===== src/rtl/mc_ctrl_pkg.sv =====
// Shared encodings for the multicycle RV32I controller: state machine
// states, opcodes, and every datapath mux-select / ALU control code.
package mc_ctrl_pkg;

  typedef enum logic [3:0] {
    S_FETCH    = 4'd0,
    S_DECODE   = 4'd1,
    S_MEMADR   = 4'd2,
    S_MEMREAD  = 4'd3,
    S_MEMWB    = 4'd4,
    S_MEMWRITE = 4'd5,
    S_EXECUTER = 4'd6,
    S_ALUWB    = 4'd7,
    S_EXECUTEI = 4'd8,
    S_JAL      = 4'd9,
    S_BEQ      = 4'd10,
    S_ILLEGAL  = 4'd11
  } state_t;

  localparam logic [6:0] OP_LW  = 7'b0000011;
  localparam logic [6:0] OP_SW  = 7'b0100011;
  localparam logic [6:0] OP_R   = 7'b0110011;
  localparam logic [6:0] OP_I   = 7'b0010011;
  localparam logic [6:0] OP_JAL = 7'b1101111;
  localparam logic [6:0] OP_BEQ = 7'b1100011;

  localparam logic [1:0] ALUOP_ADD   = 2'b00;
  localparam logic [1:0] ALUOP_SUB   = 2'b01;
  localparam logic [1:0] ALUOP_FUNCT = 2'b10;

  localparam logic [1:0] RES_ALUOUT    = 2'b00;
  localparam logic [1:0] RES_READDATA  = 2'b01;
  localparam logic [1:0] RES_ALURESULT = 2'b10;

  localparam logic [1:0] SRCA_PC    = 2'b00;
  localparam logic [1:0] SRCA_OLDPC = 2'b01;
  localparam logic [1:0] SRCA_RD1   = 2'b10;

  localparam logic [1:0] SRCB_RD2  = 2'b00;
  localparam logic [1:0] SRCB_IMM  = 2'b01;
  localparam logic [1:0] SRCB_FOUR = 2'b10;

  localparam logic [1:0] IMM_I = 2'b00;
  localparam logic [1:0] IMM_S = 2'b01;
  localparam logic [1:0] IMM_B = 2'b10;
  localparam logic [1:0] IMM_J = 2'b11;

  localparam logic [2:0] ALU_ADD = 3'b000;
  localparam logic [2:0] ALU_SUB = 3'b001;
  localparam logic [2:0] ALU_AND = 3'b010;
  localparam logic [2:0] ALU_OR  = 3'b011;
  localparam logic [2:0] ALU_SLT = 3'b101;

endpackage


===== src/rtl/multicycle_controller_if.sv =====
// Bundle between the controller and the shared PC/IR/ALU/memory datapath.
// The datapath (master) supplies instruction fields and status flags; the
// controller (slave) returns every select and enable.
interface multicycle_controller_if;
  logic [6:0] op;
  logic [2:0] funct3;
  logic       funct7b5;
  logic       Zero;
  logic       MemReady;

  logic       PCWrite;
  logic       AdrSrc;
  logic       MemWrite;
  logic       IRWrite;
  logic       RegWrite;
  logic [1:0] ResultSrc;
  logic [1:0] ALUSrcA;
  logic [1:0] ALUSrcB;
  logic [1:0] ImmSrc;
  logic [2:0] ALUControl;
  logic       Illegal;
  logic [3:0] State;

  modport master (
    output op, funct3, funct7b5, Zero, MemReady,
    input  PCWrite, AdrSrc, MemWrite, IRWrite, RegWrite, ResultSrc,
           ALUSrcA, ALUSrcB, ImmSrc, ALUControl, Illegal, State
  );

  modport slave (
    input  op, funct3, funct7b5, Zero, MemReady,
    output PCWrite, AdrSrc, MemWrite, IRWrite, RegWrite, ResultSrc,
           ALUSrcA, ALUSrcB, ImmSrc, ALUControl, Illegal, State
  );
endinterface


===== src/rtl/multicycle_controller_alu_decoder.sv =====
// ALU function decoder: turns the FSM's coarse ALUOp plus the instruction's
// funct fields into the concrete ALU operation.
module alu_decoder
  import mc_ctrl_pkg::*;
(
  input  logic [1:0] alu_op,
  input  logic [2:0] funct3,
  input  logic       funct7b5,
  input  logic       op_b5,
  output logic [2:0] alu_control
);

  // Subtract only for R-type (op bit 5 set) with funct7 bit 5; addi never subtracts.
  always_comb begin
    alu_control = ALU_ADD;
    case (alu_op)
      ALUOP_ADD: alu_control = ALU_ADD;
      ALUOP_SUB: alu_control = ALU_SUB;
      ALUOP_FUNCT: begin
        case (funct3)
          3'b000:  alu_control = (op_b5 & funct7b5) ? ALU_SUB : ALU_ADD;
          3'b010:  alu_control = ALU_SLT;
          3'b110:  alu_control = ALU_OR;
          3'b111:  alu_control = ALU_AND;
          default: alu_control = ALU_ADD;
        endcase
      end
      default: alu_control = ALU_ADD;
    endcase
  end

endmodule


===== src/rtl/multicycle_controller.sv =====
// Multicycle RV32I sequencing controller: Moore FSM driving every datapath
// select/enable, plus the ALU function decoder.
// Build option MC_CTRL_MEM_WAIT_EN: when defined, MemReady stretches FETCH,
// MEMREAD and MEMWRITE; when undefined, MemReady is treated as always high.
module multicycle_controller
  import mc_ctrl_pkg::*;
(
  input  logic                   clk,
  input  logic                   reset,
  multicycle_controller_if.slave bus
);

  state_t     state_q, state_d;
  logic       mem_ready;
  logic       pc_update, branch;
  logic [1:0] alu_op;
  logic [2:0] alu_control;

`ifdef MC_CTRL_MEM_WAIT_EN
  assign mem_ready = bus.MemReady;
`else
  assign mem_ready = 1'b1;
`endif

  // State register; reset forces FETCH immediately.
  always_ff @(posedge clk or posedge reset) begin
    if (reset) state_q <= S_FETCH;
    else       state_q <= state_d;
  end

  // Next-state and Moore outputs; everything defaults to 0 and the state holds.
  always_comb begin
    state_d       = state_q;
    pc_update     = 1'b0;
    branch        = 1'b0;
    alu_op        = ALUOP_ADD;
    bus.AdrSrc    = 1'b0;
    bus.MemWrite  = 1'b0;
    bus.IRWrite   = 1'b0;
    bus.RegWrite  = 1'b0;
    bus.ResultSrc = RES_ALUOUT;
    bus.ALUSrcA   = SRCA_PC;
    bus.ALUSrcB   = SRCB_RD2;
    bus.Illegal   = 1'b0;
    case (state_q)
      S_FETCH: begin
        bus.ALUSrcB   = SRCB_FOUR;
        bus.ResultSrc = RES_ALURESULT;
        bus.IRWrite   = mem_ready;
        pc_update     = mem_ready;
        if (mem_ready) state_d = S_DECODE;
      end
      S_DECODE: begin
        bus.ALUSrcA = SRCA_OLDPC;
        bus.ALUSrcB = SRCB_IMM;
        case (bus.op)
          OP_LW, OP_SW: state_d = S_MEMADR;
          OP_R:         state_d = S_EXECUTER;
          OP_I:         state_d = S_EXECUTEI;
          OP_JAL:       state_d = S_JAL;
          OP_BEQ:       state_d = S_BEQ;
          default:      state_d = S_ILLEGAL;
        endcase
      end
      S_MEMADR: begin
        bus.ALUSrcA = SRCA_RD1;
        bus.ALUSrcB = SRCB_IMM;
        state_d     = (bus.op == OP_LW) ? S_MEMREAD : S_MEMWRITE;
      end
      S_MEMREAD: begin
        bus.AdrSrc = 1'b1;
        if (mem_ready) state_d = S_MEMWB;
      end
      S_MEMWB: begin
        bus.ResultSrc = RES_READDATA;
        bus.RegWrite  = 1'b1;
        state_d       = S_FETCH;
      end
      S_MEMWRITE: begin
        bus.AdrSrc   = 1'b1;
        bus.MemWrite = 1'b1;
        if (mem_ready) state_d = S_FETCH;
      end
      S_EXECUTER: begin
        bus.ALUSrcA = SRCA_RD1;
        alu_op      = ALUOP_FUNCT;
        state_d     = S_ALUWB;
      end
      S_EXECUTEI: begin
        bus.ALUSrcA = SRCA_RD1;
        bus.ALUSrcB = SRCB_IMM;
        alu_op      = ALUOP_FUNCT;
        state_d     = S_ALUWB;
      end
      S_ALUWB: begin
        bus.RegWrite = 1'b1;
        state_d      = S_FETCH;
      end
      S_JAL: begin
        bus.ALUSrcA = SRCA_OLDPC;
        bus.ALUSrcB = SRCB_FOUR;
        pc_update   = 1'b1;
        state_d     = S_ALUWB;
      end
      S_BEQ: begin
        bus.ALUSrcA = SRCA_RD1;
        alu_op      = ALUOP_SUB;
        branch      = 1'b1;
        state_d     = S_FETCH;
      end
      S_ILLEGAL: begin
        bus.Illegal = 1'b1;
      end
      default: state_d = S_FETCH;
    endcase
  end

  // Immediate format depends only on the opcode, independent of state.
  always_comb begin
    case (bus.op)
      OP_SW:   bus.ImmSrc = IMM_S;
      OP_BEQ:  bus.ImmSrc = IMM_B;
      OP_JAL:  bus.ImmSrc = IMM_J;
      default: bus.ImmSrc = IMM_I;
    endcase
  end

  assign bus.PCWrite    = pc_update | (branch & bus.Zero);
  assign bus.State      = state_q;
  assign bus.ALUControl = alu_control;

  alu_decoder u_alu_decoder (
    .alu_op      (alu_op),
    .funct3      (bus.funct3),
    .funct7b5    (bus.funct7b5),
    .op_b5       (bus.op[5]),
    .alu_control (alu_control)
  );

endmodule


===== src/flat_wrapper.sv =====
// flat-port wrapper written by rule: the top's interface ports become plain ports
module multicycle_controller_flat import mc_ctrl_pkg::*;
  (clk, reset, bus_op, bus_funct3, bus_funct7b5, bus_Zero, bus_MemReady, bus_PCWrite, bus_AdrSrc, bus_MemWrite, bus_IRWrite, bus_RegWrite, bus_ResultSrc, bus_ALUSrcA, bus_ALUSrcB, bus_ImmSrc, bus_ALUControl, bus_Illegal, bus_State);
  multicycle_controller_if bus_i ();
  input  logic clk;
  input  logic reset;
  input wire logic [$bits(bus_i.op)-1:0] bus_op;
  input wire logic [$bits(bus_i.funct3)-1:0] bus_funct3;
  input wire logic [$bits(bus_i.funct7b5)-1:0] bus_funct7b5;
  input wire logic [$bits(bus_i.Zero)-1:0] bus_Zero;
  input wire logic [$bits(bus_i.MemReady)-1:0] bus_MemReady;
  output wire logic [$bits(bus_i.PCWrite)-1:0] bus_PCWrite;
  output wire logic [$bits(bus_i.AdrSrc)-1:0] bus_AdrSrc;
  output wire logic [$bits(bus_i.MemWrite)-1:0] bus_MemWrite;
  output wire logic [$bits(bus_i.IRWrite)-1:0] bus_IRWrite;
  output wire logic [$bits(bus_i.RegWrite)-1:0] bus_RegWrite;
  output wire logic [$bits(bus_i.ResultSrc)-1:0] bus_ResultSrc;
  output wire logic [$bits(bus_i.ALUSrcA)-1:0] bus_ALUSrcA;
  output wire logic [$bits(bus_i.ALUSrcB)-1:0] bus_ALUSrcB;
  output wire logic [$bits(bus_i.ImmSrc)-1:0] bus_ImmSrc;
  output wire logic [$bits(bus_i.ALUControl)-1:0] bus_ALUControl;
  output wire logic [$bits(bus_i.Illegal)-1:0] bus_Illegal;
  output wire logic [$bits(bus_i.State)-1:0] bus_State;
  assign bus_i.op = bus_op;
  assign bus_i.funct3 = bus_funct3;
  assign bus_i.funct7b5 = bus_funct7b5;
  assign bus_i.Zero = bus_Zero;
  assign bus_i.MemReady = bus_MemReady;
  assign bus_PCWrite = bus_i.PCWrite;
  assign bus_AdrSrc = bus_i.AdrSrc;
  assign bus_MemWrite = bus_i.MemWrite;
  assign bus_IRWrite = bus_i.IRWrite;
  assign bus_RegWrite = bus_i.RegWrite;
  assign bus_ResultSrc = bus_i.ResultSrc;
  assign bus_ALUSrcA = bus_i.ALUSrcA;
  assign bus_ALUSrcB = bus_i.ALUSrcB;
  assign bus_ImmSrc = bus_i.ImmSrc;
  assign bus_ALUControl = bus_i.ALUControl;
  assign bus_Illegal = bus_i.Illegal;
  assign bus_State = bus_i.State;
  multicycle_controller u_core (.clk(clk), .reset(reset), .bus(bus_i));
endmodule

===== config.mk =====
export PLATFORM = sky130hd
export DESIGN_NAME = multicycle_controller_flat
export DESIGN_NICKNAME = d
export VERILOG_FILES = /design/src/rtl/mc_ctrl_pkg.sv /design/src/rtl/multicycle_controller_if.sv /design/src/rtl/multicycle_controller_alu_decoder.sv /design/src/rtl/multicycle_controller.sv /design/src/flat_wrapper.sv
export SDC_FILE = /design/constraint.sdc
export NUM_CORES = 1
export LEC_CHECK = 0
export CAP_MARGIN = 20
export CORE_MARGIN = 2
export CORE_UTILIZATION = 38
export CTS_BUF_LIST = sky130_fd_sc_hd__clkbuf_8
export CTS_CLUSTER_DIAMETER = 120
export CTS_CLUSTER_SIZE = 24
export DETAILED_ROUTE_END_ITERATION = 8
export MAX_ROUTING_LAYER = met4
export PLACE_DENSITY = 0.82
export SLEW_MARGIN = 20
export SYNTH_ARGS = -nofsm -noshare
export SYNTH_HDL_FRONTEND = slang
export SYNTH_SLANG_ARGS = --single-unit

===== constraint.sdc =====
create_clock -name clk -period 2.9 [get_ports clk]
set_input_delay 0.87 -clock clk [delete_from_list [all_inputs] [get_ports clk]]
set_output_delay 0.87 -clock clk [all_outputs]
set_load 0.1 [all_outputs]

Word-level counts from Yosys, hierarchy flattened
Index checks and enable logic that the tools add are counted.
{"block": "op_classes", "bitwise_logic": 3, "muxes": 18, "reduce_logical": 11, "n_eq_ne": 22}
{"operator": "one-hot mux 4 bit (6 select lines)", "count": 1}
{"operator": "one-hot mux 4 bit (5 select lines)", "count": 1}
{"operator": "equality test 4 x 3 -> 1 bit (second input constant)", "count": 4}
{"operator": "equality test 4 bit (second input constant)", "count": 4}
{"operator": "one-hot mux 2 bit (2 select lines)", "count": 4}
{"operator": "equality test 7 x 6 -> 1 bit (second input constant)", "count": 2}
{"operator": "equality test 7 bit (second input constant)", "count": 2}
{"operator": "one-hot mux 3 bit (4 select lines)", "count": 1}
{"operator": "OR reduction 2 bit", "count": 6}
{"operator": "equality test 4 x 2 -> 1 bit (second input constant)", "count": 2}
{"operator": "2-to-1 mux 1 bit", "count": 8}
{"operator": "equality test 7 x 2 -> 1 bit (second input constant)", "count": 1}
{"operator": "equality test 7 x 5 -> 1 bit (second input constant)", "count": 1}
{"operator": "equality test 3 bit (second input constant)", "count": 2}
{"operator": "one-hot mux 2 bit (3 select lines)", "count": 1}
{"operator": "one-hot mux 3 bit (2 select lines)", "count": 1}
{"operator": "OR reduction 3 bit", "count": 2}
{"operator": "equality test 4 x 1 -> 1 bit (second input constant)", "count": 1}
{"operator": "zero test 4 bit", "count": 1}
{"operator": "OR reduction 4 bit", "count": 1}
{"operator": "equality test 3 x 2 -> 1 bit (second input constant)", "count": 1}
{"operator": "zero test 3 bit", "count": 1}
{"operator": "2-to-1 mux 3 bit", "count": 1}
{"operator": "AND 1 bit", "count": 2}
{"operator": "3 further kinds", "count": 3}
{"block": "word_totals", "reg_bits": 4, "output_inout_bits": 21, "inputBits": 15}

Longest topological paths before layout
{"block": "depth", "ltp_word": 5, "depth_mapped": 8, "ltp_nobuf": 7}

Cells and area by module
Synthesis repeated with hierarchy kept, for this count alone.
{"block": "hier_totals", "cells_unflattened": 82, "hier_area_um2": 586.8}
{"mod": "multicycle_controller", "cells_per_inst": 71, "instances": 1, "area_each_um2": 490.5}
{"mod": "alu_decoder", "cells_per_inst": 11, "instances": 1, "area_each_um2": 96.3}

Worst setup path after synthesis
No wires, ideal clock.
{"block": "synth_path", "path_type": "flip-flop to output port", "start": "register u_core.state_q[1] (netlist: u_core.bus.State[1])", "end": "output bus_ALUControl[2]", "path_stages_with_launch": 7, "required_time_ns": 2.030, "path_buffers": 1, "arrival_ns": 4.961, "slack_ns": -2.931, "path_cell_list": "dfrtp_1 clkbuf_1 nand2b_1 nor3b_1 inv_1 ha_1 nor4_1"}
{"block": "synth_between", "elab_chain_len": 5}
{"item": "start: declaration", "line": "multicycle_controller.sv:13", "text": "state_t state_q, state_d;"}
{"item": "start signal: assignment", "line": "multicycle_controller.sv:28", "text": "else state_q <= state_d;"}
{"item": "equality test 4 x 3 -> 1 bit / equality test 4 bit (equally long branches)", "line": "multicycle_controller.sv:45", "text": "case (state_q)"}
{"item": "OR reduction 2 bit (no source line)"}
{"item": "one-hot mux 2 bit (2 select lines) (*)", "line": "multicycle_controller.sv:45"}
{"item": "equality test 2 bit / equality test 2 x 1 -> 1 bit (equally long branches)", "line": "multicycle_controller_alu_decoder.sv:16", "text": "case (alu_op)"}
{"item": "one-hot mux 3 bit (2 select lines) (*)", "line": "multicycle_controller_alu_decoder.sv:16"}
{"item": "end: declaration", "line": "flat_wrapper.sv:21", "text": "output wire logic [$bits(bus_i.ALUControl)-1:0] bus_ALUControl;"}
Mark *: on every way between the ends. The rest lies on a longest branch, timed or not.

Worst setup path after layout
{"block": "layout_path", "start": "input bus_funct3[0]", "end": "output bus_ALUControl[0]"}
{"block": "layout_between", "elab_chain_len": 3}
{"item": "start: declaration", "line": "flat_wrapper.sv:8", "text": "input wire logic [$bits(bus_i.funct3)-1:0] bus_funct3;"}
{"item": "equality test 3 bit, or another cell as far along", "line": "multicycle_controller_alu_decoder.sv:20", "text": "case (funct3)"}
{"item": "one-hot mux 3 bit (4 select lines) (*)", "line": "multicycle_controller_alu_decoder.sv:20"}
{"item": "one-hot mux 3 bit (2 select lines) (*)", "line": "multicycle_controller_alu_decoder.sv:16"}
Marked as above.

==> results.py <==
metrics = {
    "status": {
        "outcome": "finished with violations",
        "violations": "negative setup slack",
    },
    "synth": {
        "synth_area_per_cell_um2": 7.18,
        "synthTopCellsByCount": "a21oi_1 (8), nand2_1 (8), inv_1 (6), nand2b_1 (6)",
        "synth_area_leaders": "dfrtp_1 (17%), a21oi_1 (6.7%), nand2b_1 (6.3%)",
        "synth_edf_count": 0,
        "syn_inst": 83,
        "synth_area_um2": 596,
        "synth.largest_area_cell": "dfrtp_1",
        "yosys.area.top_type_share_pct": 16.8,
        "yosysWarningCount": 0,
        "yosys_most_used_dff": "dfrtp_1",
        "synth_fp_nets": 100,
        "synth.yosys.seq_area_share_pct": 16.8,
        "yosysUniqueCellTypes": 34,
        "async_reset_ff_share_pct": 100,
        "ys_ff_latch": 4,
    },
    "die": {
        "die_x_um": 43.6,
        "ios": 36,
        "row_count": 14,
        "die_y_um": 43.6,
        "die_area_um2": 1900,
        "core-area_um2": 1490,
        "start_util_pct": 40.0,
    },
    "worst_setup_path": {
        "critPathCapture": "bus_ALUControl[0]",
        "r2r_cells": 5,
        "critical_path_required_ns": 2.03,
        "cp_slowest_cell": "clkdlybuf4s50_1",
        "regToRegSetupSlack_ns": 0.81,
        "max_stage_delay_ns": 0.50,
        "start_kind": "input pin",
        "timing.rr.end": "u_core.bus.State[1]",
        "critPathMaxFanout": 2,
        "crit_chain": "clkdlybuf4s50_1 -> nor2b_2 -> o21ai_2 -> a21oi_2 -> buf_12",
        "r2r_start": "u_core.bus.State[2]",
        "arrival_ns": 2.03,
        "worstSetupPathType": "in -> out",
        "cp-end-kind": "output pin",
        "cp-startpoint": "bus_funct3[0]",
    },
    "global_route": {
        "grt_max_degree": 17,
        "grt_pass1_vias": 840,
        "grt_pass1_wl_um": 3790,
        "antenna_found_initial": 0,
        "grt_overflow": 0,
        "grtUsageTotal_pct": 27.8,
    },
    "cts": {
        "clk_pin_slew_ns": 0.03,
        "worst_skew_pair.late_latency_ns": 0.22,
        "clock_tree.root_cell": "clkbuf_8",
        "clock-sinks": 4,
        "cts_tree": "done",
        "clockBufferDepth": 2,
        "ctsHtreeMaxLevel": 1,
        "numCtsBuffers": 3,
    },
    "finish": {
        "diodes": 0,
        "layout-drive-gt1-share_pct": 58.5,
        "syn_to_final_growth_pct": 136,
        "fin_cells": 146,
        "largest_register_ffs": 4,
        "nets": 149,
    },
    "place": {
        "portBuffers": 34,
        "placed_cells": 134,
        "gp_congestion": 0.817,
        "dp_hpwl_um": 1500,
    },
    "timing": {
        "min_period_ns": 2.90,
        "slew_violations": 0,
        "fin_tns_setup_ns": -0.000207,
        "worst-slew-pin-transition_ns": 0.404,
        "fin_skew_ns": 0.00248,
        "final_hold_viol_count": 0,
        "fin_crit_sh_pct": 100,
        "max_slew_margin_pct": 72.7,
        "worst_slack_ns": -0.000207,
        "fmaxAchievable_mhz": 345,
        "setup_viol": 1,
    },
    "route": {
        "dr.pass1.iters": 4,
        "vias": 940,
        "avgRoutedWirePerCell_um": 20.5,
        "ant_nets": 0,
        "wirelength_um": 3000,
        "dr.first_iter.drc_count": 47,
        "drc": 0,
        "routed_via_density": 6.44,
    },
    "job": {
        "drv_cap": 0,
    },
    "worst_hold_path": {
        "hold_depth": 2,
        "hold_class": "reg -> reg",
    },
}
==> routing by layer <==
layer,track usage (%),vias up,part of all wire (%)
met2,45.9,75,52
li1,-,394,-
met5,-,-,0
met1,32.5,457,35
met3,7.08,14,7.8
met4,9.70,0,4.9
==> through the flow <==
| stage | util (%) | area, µm² | setup WS, ns | hold slack, ns |
|---|---|---|---|---|
| 2_1_floorplan | - | 781 | -0.573 | 0.636 |
| 3_5_place_dp | 84.0 | 1250 | -0.0501 | 0.794 |
| 3_3_place_gp | 84.0 | 1250 | -0.0430 | 0.763 |
| 5_1_grt | 94.4 | 1410 | -0.0262 | 0.816 |
| 4_1_cts | 89.3 | 1330 | -0.00797 | 0.808 |
| 6_report | 94.4 | 1410 | -0.000207 | 0.796 |
==> critical path, delay by kind of cell <==
kind            cells  cell delay, ns
compound gates      2            0.27
buf+inv             2            0.69
simple gates        1            0.19
==> cell usage in the layout, fill, tap and decap left out, drive strengths merged, types with 4 or more instances in the layout <==
cell           netlist  routed
dfrtp                4       4
buf                  2      36
nor2                 4       4
a21oi                8       8
clkbuf               4       4
inv                  6       6
nand2b               6       6
nand2                8       8
dlymetal6s2s         0       4
clkdlybuf4s50        0       8
==> timing repair <==
| item | CTS | global route |
|---|---|---|
| gates resized for setup | 4 | 12 |
| endpoints found under the hold margin | 0 | 0 |
| hold buffers | 0 | 0 |
| setup buffers | 3 | 6 |
| setup endpoints to repair | 4 | 4 |
| pin swaps | 5 | 7 |
==> cell type report <==
| class | count | area [µm²] |
|---|---|---|
| repair buffers | 50 | 606 |
| inverters | 6 | 22.5 |
| well taps | 16 | 20.0 |
| clock buffers | 3 | 41.3 |
| flip-flops and latches | 4 | 115 |
| fillers | 40 | 83.8 |
| multi-input cells | 67 | 601 |
==> cell families (layout without fill, tap and decap cells) <==
logic type / Yosys count / count (layout) / synth area share (%)
compound gates: 21 / 21 / 23.1
xor+xnor: 3 / 3 / 4.41
fa+ha+maj: 2 / 2 / 4.20
buf+inv: 12 / 59 / 9.45
flops: 4 / 4 / 16.8
simple gates: 41 / 41 / 42.0
==> worst min-delay path by stage <==
stage                        startpoint                   to  slack [ns]
floorplan                         reset  u_core.bus.State[0]        0.64
global placement    u_core.bus.State[1]  u_core.bus.State[3]        0.76
detailed placement  u_core.bus.State[2]  u_core.bus.State[1]        0.79
CTS                 u_core.bus.State[1]  u_core.bus.State[3]        0.81
global route        u_core.bus.State[2]  u_core.bus.State[3]        0.82
finish              u_core.bus.State[2]  u_core.bus.State[3]        0.80
Power is not shown: default switching activity piles up to over one toggle a cycle in this logic, so the estimate is an artifact.
